[src/rtl/sum_pwm_driver_if.sv]
// Duty-value handshake between the operand-sum stage and the PWM driver.
// The upstream stage is the master: it offers in_data/in_valid and sees in_ready.
interface sum_pwm_driver_if #(
   parameter int unsigned WIDTH = 8
) ();

   logic [WIDTH-1:0] in_data;
   logic             in_valid;
   logic             in_ready;

   modport master (
      output in_data,
      output in_valid,
      input  in_ready
   );

   modport slave (
      input  in_data,
      input  in_valid,
      output in_ready
   );

endinterface

[src/rtl/sum_pwm_driver.sv]
// PWM LED driver fed by the operand-sum stage.
// Each accepted sum becomes a duty value. It is double-buffered in a pending slot and
// only promoted to the active duty on the last step of a PWM period, so the waveform
// never glitches mid-period.
module sum_pwm_driver #(
   parameter int unsigned WIDTH    = 8,
   parameter int unsigned PRESCALE = 1
) (
   input  logic             clk,
   input  logic             rst_n,
   sum_pwm_driver_if.slave  in_bus,
   output logic             pwm_out,
   output logic             period_start,
   output logic [WIDTH-1:0] duty_active
);

   // A one-bit prescaler is kept even for PRESCALE == 1; it then simply stays at zero.
   localparam int unsigned   PsWidth = (PRESCALE > 1) ? $clog2(PRESCALE) : 1;
   localparam logic [PsWidth-1:0] PsLast  = PsWidth'(PRESCALE - 1);

   logic [PsWidth-1:0] presc_q, presc_d;
   logic [WIDTH-1:0]   cnt_q, cnt_d;
   logic               pend_valid_q, pend_valid_d;
   logic [WIDTH-1:0]   pend_duty_q, pend_duty_d;
   logic [WIDTH-1:0]   duty_q, duty_d;
   logic               pwm_q, pwm_d;
   logic               pstart_q, pstart_d;

   logic               tick;
   logic               boundary;
   logic               xfer;

   // Period timing: step tick from the prescaler, boundary on the last step of a period.
   always_comb begin
      tick     = (presc_q == PsLast);
      boundary = tick && (cnt_q == {WIDTH{1'b1}});
   end

   // Ready depends only on registers, so upstream never sees a combinational loop.
   always_comb begin
      in_bus.in_ready = !pend_valid_q || boundary;
      xfer            = in_bus.in_valid && in_bus.in_ready;
   end

   // Prescaler and PWM step counter next state; both wrap naturally.
   always_comb begin
      presc_d = presc_q;
      cnt_d   = cnt_q;
      if (tick) begin
         presc_d = '0;
         cnt_d   = cnt_q + 1'b1;
      end else begin
         presc_d = presc_q + 1'b1;
      end
   end

   // Double buffer: new data always lands in the pending slot first, and the slot is
   // promoted to the active duty only at a boundary.
   always_comb begin
      pend_valid_d = pend_valid_q;
      pend_duty_d  = pend_duty_q;
      duty_d       = duty_q;
      if (boundary && pend_valid_q) begin
         duty_d = pend_duty_q;
      end
      if (xfer) begin
         pend_duty_d  = in_bus.in_data;
         pend_valid_d = 1'b1;
      end else if (boundary) begin
         pend_valid_d = 1'b0;
      end
   end

   // Output stage: registered compare (one cycle behind cnt) and period-start pulse.
   always_comb begin
      pwm_d    = (cnt_q < duty_q);
      pstart_d = boundary;
   end

   // State registers with asynchronous clear; a pending duty is dropped on reset.
   always_ff @(posedge clk or negedge rst_n) begin
      if (!rst_n) begin
         presc_q      <= '0;
         cnt_q        <= '0;
         pend_valid_q <= 1'b0;
         pend_duty_q  <= '0;
         duty_q       <= '0;
         pwm_q        <= 1'b0;
         pstart_q     <= 1'b0;
      end else begin
         presc_q      <= presc_d;
         cnt_q        <= cnt_d;
         pend_valid_q <= pend_valid_d;
         pend_duty_q  <= pend_duty_d;
         duty_q       <= duty_d;
         pwm_q        <= pwm_d;
         pstart_q     <= pstart_d;
      end
   end

   // Drive the outputs straight from the registers.
   always_comb begin
      pwm_out      = pwm_q;
      period_start = pstart_q;
      duty_active  = duty_q;
   end

endmodule

[src/flat_wrapper.sv]
// flat-port wrapper written by rule: the top's interface ports become plain ports
module sum_pwm_driver_flat 
#(
   parameter int unsigned WIDTH    = 8,
   parameter int unsigned PRESCALE = 1
)
  (clk, rst_n, pwm_out, period_start, duty_active, in_bus_in_data, in_bus_in_valid, in_bus_in_ready);
  sum_pwm_driver_if #(.WIDTH(WIDTH)) in_bus_i ();
  input  logic clk;
  input  logic rst_n;
  output logic pwm_out;
  output logic period_start;
  output logic [WIDTH-1:0] duty_active;
  input wire logic [$bits(in_bus_i.in_data)-1:0] in_bus_in_data;
  input wire logic [$bits(in_bus_i.in_valid)-1:0] in_bus_in_valid;
  output wire logic [$bits(in_bus_i.in_ready)-1:0] in_bus_in_ready;
  assign in_bus_i.in_data = in_bus_in_data;
  assign in_bus_i.in_valid = in_bus_in_valid;
  assign in_bus_in_ready = in_bus_i.in_ready;
  sum_pwm_driver #(.WIDTH(WIDTH), .PRESCALE(PRESCALE)) u_core (.clk(clk), .rst_n(rst_n), .in_bus(in_bus_i), .pwm_out(pwm_out), .period_start(period_start), .duty_active(duty_active));
endmodule
[config.mk]
export PLATFORM = sky130hd
export DESIGN_NAME = sum_pwm_driver_flat
export DESIGN_NICKNAME = d
export VERILOG_FILES = /design/src/rtl/sum_pwm_driver_if.sv /design/src/rtl/sum_pwm_driver.sv /design/src/flat_wrapper.sv
export SDC_FILE = /design/constraint.sdc
export NUM_CORES = 1
export LEC_CHECK = 0
export CAP_MARGIN = 10
export CORE_ASPECT_RATIO = 1.5
export CORE_MARGIN = 10
export CORE_UTILIZATION = 30
export DETAILED_ROUTE_END_ITERATION = 12
export REMOVE_ABC_BUFFERS = 1
export SYNTH_ARGS = -nofsm -noshare
export SYNTH_HDL_FRONTEND = slang
export SYNTH_SLANG_ARGS = --single-unit
export TNS_END_PERCENT = 1
[constraint.sdc]
create_clock -name clk -period 2.4 [get_ports clk]
set_input_delay 0.24 -clock clk [delete_from_list [all_inputs] [get_ports clk]]
set_output_delay 0.24 -clock clk [all_outputs]
set_load 0.01 [all_outputs]
Word-level counts from Yosys, hierarchy flattened --
Cells that the tools add are included.
Word-level totals: register bits after elaboration 28, bits in latches 0, RAM bits 0, memory bits (read-only) 0, bits of input ports 11, output and inout bits 11, word-level logic and storage cells 21, memories kept 0
Operators by class: add/sub/neg operators 2, multipliers 0, div/mod/pow operators 0, $lt $le $gt $ge 1, equal/unequal tests 1, shift-type cells 0, multiplexer cells 3, bitwise logic cells 1, reductions and logical operators 6
Operator list (count):
- 8-bit by 1-bit adder with 8-bit output (second input constant) | 1
- 8-bit equality test (second input constant) | 1
- 8-bit less-than comparator | 1
- 1-bit logical AND | 3
- 1-bit two-way mux | 3
- 2-bit nonzero test | 1
- 1-bit adder (second input constant) | 1
- 1-bit zero test | 1
- 1-bit logical OR | 1
- 1-bit NOT | 1

Depth between registers and ports, before layout --
Gate-level depths: netlist (run 1).
depth after elaboration 5, mapped depth 6, depth with buffers taken out 5

Worst setup path before layout (run 1) --
OpenSTA, ideal clock, no wires.
kind reg-to-reg, start point register u_core.cnt_q[0], end point register u_core.pend_duty_q[0], setup time 0.125 ns, data arrival time 1.506 ns, required time 2.275 ns, slack 0.769 ns, cell stages (with the launch flop) 7, buffers on the path 1, clock period less this slack 1.631 ns, cells stage by stage dfrtp_1 ha_1 nand4_2 o21ai_2 and2_4 buf_12 mux2_4
Between the ends: word-level cells in the longest chain between the ends 4
Ends and longest elaborated chain:
- start, declared | line sum_pwm_driver.sv:22 | logic [WIDTH-1:0] cnt_q, cnt_d;
- start signal, assigned | line sum_pwm_driver.sv:92 | cnt_q <= cnt_d;
- 8-bit equality test | line sum_pwm_driver.sv:36 | boundary = tick && (cnt_q == {WIDTH{1'b1}});
- 1-bit logical AND | line sum_pwm_driver.sv:36
- 1-bit logical OR | line sum_pwm_driver.sv:41 | in_bus.in_ready = !pend_valid_q || boundary;
- via in_bus_in_ready | line flat_wrapper.sv:16 | output wire logic [$bits(in_bus_i.in_ready)-1:0] in_bus_in_ready;
- 1-bit logical AND | line sum_pwm_driver.sv:42 | xfer = in_bus.in_valid && in_bus.in_ready;
- end signal, assigned | line sum_pwm_driver.sv:94 | pend_duty_q <= pend_duty_d;
- end, declared | line sum_pwm_driver.sv:24 | logic [WIDTH-1:0] pend_duty_q, pend_duty_d;
The timed path passes the listed nets, and every way through them passes these cells. A chain may end at the register's enable or synchronous reset.

Worst setup path after layout (run 1) --
start point register u_core.cnt_q[0], end point output port in_bus_in_ready
Between the ends: word-level cells in the longest chain between the ends 3
Ends and longest elaborated chain (line):
- 8-bit equality test | sum_pwm_driver.sv:36
- 1-bit logical AND | sum_pwm_driver.sv:36
- 1-bit logical OR | sum_pwm_driver.sv:41
- end, declared | flat_wrapper.sv:16
No other way between the ends.

==> results of run 1 <==
## worst reg2reg max path: stages (launching register included)
cell and delay, ns:
dfrtp_1 0.41, ha_1 0.25, nand4_2 0.13, o21ai_2 0.19, and2_4 0.28, mux2_4 0.32
## path summary, 6_finish.rpt
kind                                      startpoint                           endpoint  slack (ns)
min reg2reg                u_core.cnt_q[0]$_DFF_PN0_          u_core.cnt_q[0]$_DFF_PN0_        0.50
max in group asynchronous                      rst_n  u_core.pend_duty_q[1]$_DFFE_PN0P_        1.82
min in group clk           u_core.cnt_q[0]$_DFF_PN0_          u_core.cnt_q[0]$_DFF_PN0_        0.50
max reg2reg                u_core.cnt_q[0]$_DFF_PN0_  u_core.pend_duty_q[1]$_DFFE_PN0P_        0.72
min                                            rst_n  u_core.pend_duty_q[5]$_DFFE_PN0P_        0.33
max                        u_core.cnt_q[0]$_DFF_PN0_                    in_bus_in_ready        0.35
## flip-flops by register name, summed over array words and instances, names as in the netlist
| signal | flops |
|---|---|
| u_core.pwm_out | 1 |
| u_core.period_start | 1 |
| u_core.cnt_q | 8 |
| u_core.pend_valid_q | 1 |
| u_core.duty_active | 8 |
| u_core.pend_duty_q | 8 |
## through the flow
step                power (mW)  setup slack, ns  instance area (um2)  util [%]  instances
finish                  0.7389           0.3521                 1533     38.72        158
global route            0.7640           0.2252                 1533     38.72        158
detailed placement      0.4908           0.6283                 1488     37.58        154
floorplan               0.4640           0.8003                 1214         -         87
CTS                     0.7425           0.3211                 1533     38.72        158
global placement        0.4898           0.6691                 1488     37.58        154
## logic make-up after synthesis
group                    count (synthesis)  share of synthesized area, %
XOR/XNOR                                 6                         4.260
flip-flops                              27                         54.77
AO/OA/AOI/OAI                            8                         4.665
adder cells (fa/ha/maj)                  8                         8.114
AND/OR/NAND/NOR                         14                         7.101
multiplexers                            16                         17.04
buffers and inverters                    9                         4.057
## layout make-up
cell class / count / area (um2)
Inverter: 8 / 30.03
Fill cell: 385 / 2426
Multi-Input combinational cell: 52 / 508.0
Sequential cell: 27 / 675.6
Tap cell: 45 / 56.30
Clock buffer: 4 / 45.04
Timing Repair Buffer: 22 / 217.7
## metal layers
layer  up-vias  global-route usage (%)  wire, um
met1       363                   7.642       933
li1        349                       -         -
met5         -                       0         0
met2        20                   10.87      1147
met3         5                   2.309       140
met4         0                   3.587        46
## power groups by stage
| stage | Clock (mW) | Sequential, mW | Combinational, mW |
|---|---|---|---|
| CTS | 0.261 | 0.454 | 0.0272 |
| detailed placement | 0 | 0.464 | 0.0272 |
| global route | 0.281 | 0.455 | 0.0290 |
| finish | 0.258 | 0.454 | 0.0260 |
| global placement | 0 | 0.464 | 0.0263 |
| floorplan | 0 | 0.464 | 0.000337 |
## cell usage in the layout (no fill, tap or decap)
cell type	netlist	final
inv_1	8	8
ha_1	8	8
a41oi_1	1	1
mux2_2	8	8
mux2_4	8	8
and2_4	1	1
o211ai_1	1	1
or2b_1	1	1
xnor2_1	3	3
nand3_1	3	3
a21oi_1	1	1
clkdlybuf4s50_1	0	21
buf_4	0	1
clkbuf_1	0	1
dfrtp_1	27	27
nand2_1	2	2
a21o_1	2	2
nand3_2	1	1
o21ai_0	1	1
nor2_1	2	2
xor2_1	3	3
a211oi_1	1	1
clkbuf_8	0	3
nor2_2	1	1
o21ai_2	1	1
nand2_2	1	1
nand4_2	1	1
nand2b_1	1	1
==> reports/qor.yml, run 1 <==
setup_path:
  cp_num_buf_inv: 1
  cp.arrival_ns: 1.81
  crit_required_ns: 2.16
  worst-path-max-fanout: 5
  crit_path_top_delay_cell: "clkdlybuf4s50_1"
  crit_type: "register to output pin"
  cpPeakStageDelay_ns: 0.57
  worst_setup_path_end_kind: "output pin"
  ff2ff_path_depth: 5
  cp.depth: 4
  critPathLaunchType: "register"
  path_cells: "ha_1 -> nand4_2 -> o21ai_2 -> clkdlybuf4s50_1"
  crit_family: "buffers and inverters"
floorplan:
  start_util_pct: 31.16
  die_h_um: 98.54
  die_w_um: 72.36
  num_rows: 28
  num_io_pins: 22
  core_um2: 3959
  die-area_um2: 7130
routing:
  drtIter0Drc: 3
  postRouteAntennaNets: 0
  vias: 737
  wirelength_um: 2268
  vias_per_cell: 4.665
  drtPass1Iterations: 4
  avgRoutedWirePerCell_um: 14.35
  drc: 0
run:
  maxCapViolations: 0
synth:
  synthTopCellsByCount: "27 x dfrtp_1, 8 x ha_1, 8 x inv_1, 8 x mux2_2, 8 x mux2_4"
  yosysMostFrequentCell: "dfrtp_1"
  synthTopCellsByArea: "dfrtp_1 55%, mux2_4 9.7%, ha_1 8.1%, mux2_2 7.3%, inv_1 2.4%"
  yosysWarningCount: 0
  synth.distinct_cells: 25
  synth-edff-count: 0
  avgSynthCellArea_um2: 14.02
  synth_area_leader_cell: "dfrtp_1"
  synth_seq_cells: 27
  async_flop_share_pct: 100.0
  synthesis.area_um2: 1234
  synth_flop_cell: "dfrtp_1"
  synth_top_area_share_pct: 54.77
  synth_cells: 88
  yosysSeqAreaShare_pct: 54.77
placement:
  post-dp-hpwl_um: 1796
  portBuffers: 21
  gp_congestion: 0.6396
sta:
  timing.final.crit_share_pct: 85.33
  rsz0062_at_grt: "no"
  hold_viol: 0
  worst_pin_slew_ns: 0.3343
  setup_violations: 0
  period_needed_ns: 2.048
  max_freq_mhz: 488.3
  finalSetupTns_ns: 0
  finalMaxSlewViolations: 0
  hold_ws_ns: 0.3262
  skew_ns: 0.003110
  slew-limit-headroom_pct: 77.71
cells_and_area:
  syn_to_final_growth_pct: 24.24
  antenna_cells: 0
  layout.nets: 133
  drive_above_1_share_pct: 23.01
clock_network:
  postCtsSetupBuffers: 0
  clkTransAtPathRegs_ns: 0.09
  hold_buffers: 0
  clk_latency_ns: 0.27
  root_buffer: "clkbuf_8"
  cts_resized: 0
  cts.sink_count: 27
  cts.path.max_buffers: 2
  cts_tree: "yes"
  cts-buffers-inserted: 3
  cts_htree_levels: 1
outcome:
  outcome: "finished clean"
grt:
  grt_max_degree: 28
  grt_pass1_vias: 826
  grtUsageTotal_pct: 6.780
  grt_first_pass_wirelength_um: 3870
  overflow: 0
  antenna_found_initial: 0
power:
  power_frac_seq_pct: 61.5
  p_per_area_nw_per_um2: 482.1
  ir_drop_mv: 0.4354
  sw_frac_of_total_pct: 20.30
  p_int_mw: 0.5889
  pwr-share-comb_pct: 3.5
  p_sw_mw: 0.1500
  clkPwrFrac_pct: 35.0
  p_leak_nw: 0.6797
worst_hold_path:
  worstHoldPathType: "primary input to async pin"
No activity file was read; power rests on OpenSTA's default activity.
==> inputs of run 2 (changes only) <==
CORE_ASPECT_RATIO = unset   (was 1.5)
CORE_MARGIN = 8   (was 10)
CTS_CLUSTER_DIAMETER = 80   (was unset)
==> reports/qor.yml, run 2 (synthesis gave the netlist of run 1 again) <==
setup_path:
  worst_setup_path_end_kind: "output pin"
  critPathLaunchType: "register"
  cp.arrival_ns: 1.80
  worst-path-max-fanout: 5
  reg2reg_slack_ns: 0.75
  crit_required_ns: 2.16
  crit_type: "register to output pin"
routing:
  drc: 0
  wirelength_um: 2092
  avgRoutedWirePerCell_um: 12.83
  drtIter0Drc: 5
  drtPass1Iterations: 4
  vias_per_cell: 4.368
  vias: 712
  postRouteAntennaNets: 0
sta:
  finalMaxSlewViolations: 0
  skew_ns: 0.003054
  finalSetupTns_ns: 0
  hold_viol: 0
  setup_violations: 0
  timing.final.crit_share_pct: 84.97
  rsz0062_at_grt: "no"
  slew-limit-headroom_pct: 77.55
  worst_pin_slew_ns: 0.3367
  period_needed_ns: 2.039
  max_freq_mhz: 490.4
  hold_ws_ns: 0.3358
grt:
  grt_first_pass_wirelength_um: 3801
  grt_max_degree: 28
  antenna_found_initial: 0
  overflow: 0
  grtUsageTotal_pct: 7.465
  grt_pass1_vias: 850
run:
  maxCapViolations: 0
floorplan:
  num_io_pins: 22
  die-area_um2: 6420
  core_um2: 3971
  die_h_um: 80.13
  num_rows: 23
  start_util_pct: 31.06
  die_w_um: 80.13
cells_and_area:
  final_cell_mix: "27 x dfrtp_1, 21 x clkdlybuf4s50_1"
  fin_cells: 163
  fill_cells: 396
  syn_to_final_growth_pct: 24.85
  drive_above_1_share_pct: 23.89
  layout.nets: 133
  post-route-util_pct: 38.78
  final_common_cell: "dfrtp_1"
  antenna_cells: 0
clock_network:
  cts_htree_levels: 1
  cts.sink_count: 27
  cts_tree: "yes"
  postCtsSetupBuffers: 0
  cts_resized: 0
  cts-buffers-inserted: 3
  root_buffer: "clkbuf_8"
  cts.path.max_buffers: 2
  hold_buffers: 0
  clk_latency_ns: 0.27
  clkTransAtPathRegs_ns: 0.09
worst_hold_path:
  worstHoldPathType: "primary input to async pin"
power:
  p_per_area_nw_per_um2: 479.2
  p_leak_nw: 0.6825
  ir_drop_mv: 0.2879
placement:
  dp_cells: 159
  gp_congestion: 0.7353
  post-dp-hpwl_um: 1629
  portBuffers: 21
outcome:
  outcome: "finished clean"
run 2: layout make-up:
cell class              count  area [um2]  area share (%)
flip-flops and latches     27       675.6           43.87
multi-input cells          52       508.0           32.98
repair buffers             22       217.7           14.13
well taps                  50       62.56           4.062
clock buffers               3       41.29           2.681
inverters                   8       30.03           1.950
clock inverters             1       5.005          0.3249
run 2: power breakdown:
| group | switching, mW | internal, mW |
|---|---|---|
| clock | 0.141 | 0.116 |
| combinational | 0.0105 | 0.0154 |
| sequential | 0 | 0.454 |
run 2: layer usage:
metal | track usage (%) | vias to the layer above | part of all wire, %
met4 | 3.273 | 0 | 0.67
li1 | - | 352 | -
met1 | 8.684 | 342 | 44
met2 | 12.21 | 16 | 49
met5 | 0 | - | 0
met3 | 2.455 | 2 | 6.0
run 2: worst max-delay path: stages, from the launching register on:
cell	delay (ns)
dfrtp_1	0.41
ha_1	0.26
nand4_2	0.13
o21ai_2	0.17
clkdlybuf4s50_1	0.57
run 2: stage by stage:
stage                     setup slack, ns  power [mW]  instance area [um2]
final                              0.3608      0.7381                 1540
after CTS                          0.3323      0.7483                 1540
after global routing               0.1825      0.7693                 1540
after floorplan                    0.8003      0.4640                 1214
after detailed placement           0.6533      0.4906                 1494
after global placement             0.6654      0.4901                 1494
run 2: final timing paths:
| kind | to | cells past startpoint | from |
|---|---|---|---|
| max | in_bus_in_ready | 4 | u_core.cnt_q[0]$_DFF_PN0_ |
| min | u_core.duty_active[0]$_DFFE_PN0P_ | 2 | rst_n |
| max reg2reg | u_core.pend_duty_q[4]$_DFFE_PN0P_ | 5 | u_core.cnt_q[0]$_DFF_PN0_ |
| min reg2reg | u_core.cnt_q[0]$_DFF_PN0_ | 1 | u_core.cnt_q[0]$_DFF_PN0_ |
| max in group asynchronous | u_core.pend_duty_q[2]$_DFFE_PN0P_ | 2 | rst_n |
| min in group clk | u_core.cnt_q[0]$_DFF_PN0_ | 1 | u_core.cnt_q[0]$_DFF_PN0_ |
